<file path="src/rtl/app_result_tx.sv">
// Serial UART-style transmitter for APP result words (adder c_o path) to one output pad.
// Latency: tx_o drops to the start bit 1 clk after accept; frame = (DATA_W+2[+1])*(div+1) clk.
// Backpressure: ready_o is high only in IDLE; valid_i while busy is ignored, nothing is queued.
//
// Ports:
//   clk      in   core clock
//   rst      in   asynchronous active-high reset (async assert, sync release upstream)
//   data_i   in   [DATA_W-1:0] word to transmit, latched on accept
//   valid_i  in   word available
//   ready_o  out  block can accept (IDLE only)
//   div_i    in   [DIV_W-1:0] bit period minus 1 in clk cycles, latched on accept
//   tx_o     out  serial line, registered, idles high
//   busy_o   out  frame in progress
//   done_o   out  one-cycle pulse in the last cycle of the stop bit
//
// Build option: define APP_TX_PARITY_EN to insert an even-parity bit between the
// last data bit and the stop bit. The port list is the same in both builds.

module app_result_tx #(
    parameter int DATA_W = 5,
    parameter int DIV_W  = 8
) (
    input  logic              clk,
    input  logic              rst,
    input  logic [DATA_W-1:0] data_i,
    input  logic              valid_i,
    output logic              ready_o,
    input  logic [DIV_W-1:0]  div_i,
    output logic              tx_o,
    output logic              busy_o,
    output logic              done_o
);

    localparam int CNT_W = (DATA_W > 1) ? $clog2(DATA_W) : 1;

    localparam logic [CNT_W-1:0] LAST_BIT = CNT_W'(DATA_W - 1);
    localparam logic [CNT_W-1:0] CNT_ONE  = CNT_W'(1);
    localparam logic [DIV_W-1:0] DIV_ONE  = DIV_W'(1);

    localparam logic [2:0] ST_IDLE   = 3'd0;
    localparam logic [2:0] ST_START  = 3'd1;
    localparam logic [2:0] ST_DATA   = 3'd2;
`ifdef APP_TX_PARITY_EN
    localparam logic [2:0] ST_PARITY = 3'd3;
`endif
    localparam logic [2:0] ST_STOP   = 3'd4;

    logic [2:0]        state;
    logic [DATA_W-1:0] shreg;
    logic [CNT_W-1:0]  bit_cnt;
    logic [DIV_W-1:0]  div_cnt;
    logic [DIV_W-1:0]  div_q;
    logic              tx_q;
`ifdef APP_TX_PARITY_EN
    logic              parity_q;
`endif

    logic              bit_end;
    logic              accept;
    logic [DATA_W-1:0] sh_next;

    // The divider counter is cleared at every bit boundary, so a plain equality
    // compare marks the last cycle of each bit without any wrap concern.
    assign bit_end = (div_cnt == div_q);
    assign accept  = valid_i && (state == ST_IDLE);
    assign sh_next = shreg >> 1;

    always_ff @(posedge clk or posedge rst) begin
        if (rst) begin
            state    <= ST_IDLE;
            shreg    <= '0;
            bit_cnt  <= '0;
            div_cnt  <= '0;
            div_q    <= '0;
            tx_q     <= 1'b1;
`ifdef APP_TX_PARITY_EN
            parity_q <= 1'b0;
`endif
        end else begin
            case (state)
                ST_IDLE: begin
                    tx_q <= 1'b1;
                    if (accept) begin
                        // Word and rate are captured here; later changes on
                        // data_i/div_i cannot disturb the frame in flight.
                        state    <= ST_START;
                        shreg    <= data_i;
                        div_q    <= div_i;
                        div_cnt  <= '0;
                        bit_cnt  <= '0;
                        tx_q     <= 1'b0;
`ifdef APP_TX_PARITY_EN
                        parity_q <= ^data_i;
`endif
                    end
                end

                ST_START: begin
                    if (bit_end) begin
                        state   <= ST_DATA;
                        div_cnt <= '0;
                        tx_q    <= shreg[0];
                    end else begin
                        div_cnt <= div_cnt + DIV_ONE;
                    end
                end

                ST_DATA: begin
                    if (bit_end) begin
                        div_cnt <= '0;
                        if (bit_cnt == LAST_BIT) begin
                            bit_cnt <= '0;
`ifdef APP_TX_PARITY_EN
                            state   <= ST_PARITY;
                            tx_q    <= parity_q;
`else
                            state   <= ST_STOP;
                            tx_q    <= 1'b1;
`endif
                        end else begin
                            // Shift first and drive the new LSB so tx_q
                            // changes on the same edge as the bit boundary.
                            bit_cnt <= bit_cnt + CNT_ONE;
                            shreg   <= sh_next;
                            tx_q    <= sh_next[0];
                        end
                    end else begin
                        div_cnt <= div_cnt + DIV_ONE;
                    end
                end

`ifdef APP_TX_PARITY_EN
                ST_PARITY: begin
                    if (bit_end) begin
                        state   <= ST_STOP;
                        div_cnt <= '0;
                        tx_q    <= 1'b1;
                    end else begin
                        div_cnt <= div_cnt + DIV_ONE;
                    end
                end
`endif

                ST_STOP: begin
                    tx_q <= 1'b1;
                    if (bit_end) begin
                        // Always pass through IDLE for one cycle: that cycle is
                        // the guaranteed extra high time before the next start.
                        state   <= ST_IDLE;
                        div_cnt <= '0;
                    end else begin
                        div_cnt <= div_cnt + DIV_ONE;
                    end
                end

                default: begin
                    state   <= ST_IDLE;
                    div_cnt <= '0;
                    bit_cnt <= '0;
                    tx_q    <= 1'b1;
                end
            endcase
        end
    end

    assign tx_o    = tx_q;
    assign ready_o = (state == ST_IDLE);
    assign busy_o  = (state != ST_IDLE);
    assign done_o  = (state == ST_STOP) && bit_end;

endmodule

</file>
<file path="config.mk">
export PLATFORM = sky130hd
export DESIGN_NAME = app_result_tx
export DESIGN_NICKNAME = d
export VERILOG_FILES = /design/src/rtl/app_result_tx.sv
export SDC_FILE = /design/constraint.sdc
export NUM_CORES = 1
export LEC_CHECK = 0
export ABC_AREA = 1
export CAP_MARGIN = 20
export CORE_MARGIN = 4
export CORE_UTILIZATION = 45
export DETAILED_ROUTE_END_ITERATION = 7
export PLACE_DENSITY = 0.67
export SYNTH_ARGS = -nofsm -noshare
export SYNTH_HDL_FRONTEND = slang
export SYNTH_SLANG_ARGS = --single-unit
export TNS_END_PERCENT = 10
</file>
<file path="constraint.sdc">
create_clock -name clk -period 3.4 [get_ports clk]
set_input_delay 0.68 -clock clk [delete_from_list [all_inputs] [get_ports clk]]
set_output_delay 0.68 -clock clk [all_outputs]
set_load 0.01 [all_outputs]
</file>
==> results.sh <==
export IMPL_htreeDepth=1
export IMPL_viasPerCell=4.88
export IMPL_rsz0062_at_grt="false"
export IMPL_start_util=0.480
export IMPL_die_area_um2=4700
export IMPL_startpoint_type="register"
export IMPL_power_w=0.00156
export IMPL_arrival_ns=1.95
export IMPL_synthTopCellsByArea="dfrtp_1, nand2_1, inv_1, nand4_1, nand2_4"
export IMPL_power_switching_w=0.000688
export IMPL_worst_slack_ns=0.772
export IMPL_finalCritPeriodShare=0.773
export IMPL_clk_latency_ns=0.28
export IMPL_status="complete, no violations"
export IMPL_cts_buffer_depth=2
export IMPL_clkSinkCount=28
export IMPL_post_dp_hpwl_um=2410
export IMPL_clkPwrFrac=0.137
export IMPL_setup_violations_final=0
export IMPL_place_gp_congestion=0.784
export IMPL_area_growth_pct=16.1
export IMPL_grt_max_degree=29
export IMPL_synth_cells=204
export IMPL_cp_required_ns=2.72
export IMPL_layout_commonest_cell="nand2_1"
export IMPL_critPathCaptureType="primary output"
export IMPL_yosysWarnings=0
export IMPL_dp_slack_ns=1.07
export IMPL_antenna_cells=0
export IMPL_numCtsBuffers=3
export IMPL_crit_type="reg -> out"
export IMPL_hold_slack_ns=0.476
export IMPL_leakage_nw=0.971
export IMPL_ant_nets=0
export IMPL_synth_cell_type_count=28
export IMPL_tns_ns=0
export IMPL_cts_setup_buffers=0
export IMPL_most_common_layout_cells="nand2_1, dfrtp_1, inv_1"
export IMPL_die_w_um=68.6
export IMPL_ir_drop_v=0.000634
export IMPL_fillCellCount=323
export IMPL_boundaryPins=20
export IMPL_yosysTopAreaCell="dfrtp_1"
export IMPL_row_count=21
export IMPL_worst_hold_path_type="reg -> reg"
export IMPL_cts_resized_gates=0
export IMPL_antenna_found_initial=0
export IMPL_drcViolationCount=0
export IMPL_grt_pass1_vias=1231
export IMPL_final_hold_viol_count=0
export IMPL_ys_ff_latch=28
export IMPL_tightest_slew_ns=0.882
export IMPL_cap_violations=0
export IMPL_grt_usage=0.162
export IMPL_cts_tree="built"
export IMPL_fin_crit_ns=2.63
export IMPL_path_max_fanout=10
export IMPL_relSlewSlack=0.409
export IMPL_die_y_um=68.6
export IMPL_cts_root_buf="clkbuf_8"
export IMPL_post_drt_wl_per_cell_um=12.1
export IMPL_clock_fmax_ghz=0.381
export IMPL_drtIter0Drc=82
export IMPL_nNetsFinal=244
export IMPL_synth_top_area_frac=0.409
export IMPL_multi_input_area_um2=811
export IMPL_p_per_area_nw_per_um2=814
export IMPL_ys_seq_area_frac=0.425
export IMPL_via_count=1318
export IMPL_drive_gt1_frac=0.121
export IMPL_seqPwrFrac=0.363
export IMPL_core_area_um2=3440
export IMPL_grt_pass1_wl_um=5660
export IMPL_grt_overflow_total=0
export IMPL_slew_violations=0
export IMPL_cts_clk_slew_worst_paths_ns=0.09
export IMPL_skew_ns=0.00400
export IMPL_synthesis_nets=223
export IMPL_port_buffers=19
export IMPL_hold_buffers=0
export IMPL_switching_share=0.441
export IMPL_regArea_um2=702
export IMPL_synth_area_um2=1650
export IMPL_p_int_w=0.000873
export IMPL_drt_total_wl_um=3270
export IMPL_power_frac_comb=0.500
export IMPL_syn_area_per_cell_um2=8.10
export IMPL_drtPass1Iterations=4
-- area by class of cell --
type	instances	area share
inverters	25	0.0490
clock buffers	4	0.0287
well taps	46	0.0300
repair buffers	20	0.103
multi-input cells	147	0.423
flip-flops and latches	28	0.366
-- power by group through the flow --
stage	combinational [W]	sequential (W)	clock, W
after floorplan	0.000631	0.000549	0
after global placement	0.000776	0.000571	0
after detailed placement	0.000786	0.000573	0
after CTS	0.000791	0.000566	0.000217
after global routing	0.000893	0.000583	0.000232
final	0.000781	0.000567	0.000213
-- metal layers --
layer / wire length [um] / up-vias / GRT usage
li1: - / 692 / -
met1: 1640 / 602 / 0.231
met2: 1470 / 19 / 0.242
met3: 109 / 5 / 0.0340
met4: 50 / 0 / 0.0521
met5: 0 / - / 0
-- state kept, by name, indices dropped and copies added, names as in the netlist --
register,cells
bit_cnt,3
div_cnt,8
div_q,8
shreg,5
state,3
tx_o,1
-- synthesized netlist by cell type (all sizes together) --
cell type	number
nor2	15
o21bai	1
a21o	1
mux2	4
buf	4
dfrtp	27
o22ai	1
a21oi	8
nand3	11
xnor2	5
o21ai	6
nand4	13
nor3	3
inv	25
dfstp	1
ha	3
nand2	76
-- stage by stage --
step | utilization | cell area (um2) | instances
finish | 0.557 | 1920 | 270
detailed placement | 0.541 | 1860 | 266
CTS | 0.557 | 1920 | 270
global placement | 0.541 | 1860 | 266
global route | 0.557 | 1920 | 270
floorplan | - | 1650 | 204
-- kinds of logic after synthesis --
family	synth area share
AOI/OAI and AO/OA	0.0576
and+or+nand+nor	0.355
muxes	0.0295
xor gates and xnor gates	0.0265
buffers and inverters	0.0841
adders and majority gates	0.0227
DFF	0.425
-- final timing paths --
path                                         from                     end  slack (ns)  cells past startpoint
hold / removal                   tx_o$_DFFE_PP1P_        tx_o$_DFFE_PP1P_        0.48                      2
min in group asynchronous                     rst    div_q[1]$_DFFE_PP0P_        0.76                      3
max in group asynchronous                     rst        tx_o$_DFFE_PP1P_        2.34                      3
setup reg to reg             state[2]$_DFFE_PP0P_  div_cnt[6]$_DFFE_PP0P_        1.34                      7
hold reg to reg                  tx_o$_DFFE_PP1P_        tx_o$_DFFE_PP1P_        0.48                      2
setup / recovery           div_cnt[2]$_DFFE_PP0P_                  done_o        0.77                      6
-- worst max-delay path, stage by stage, from the launching register on --
cell             delay (ns)
dfrtp_1                0.46
xnor2_1                0.19
nand2_1                0.07
nor2_1                 0.16
nand2_4                0.13
nor2_1                 0.12
clkdlybuf4s50_1        0.54
Note: power is estimated with default switching activity, not from simulation.
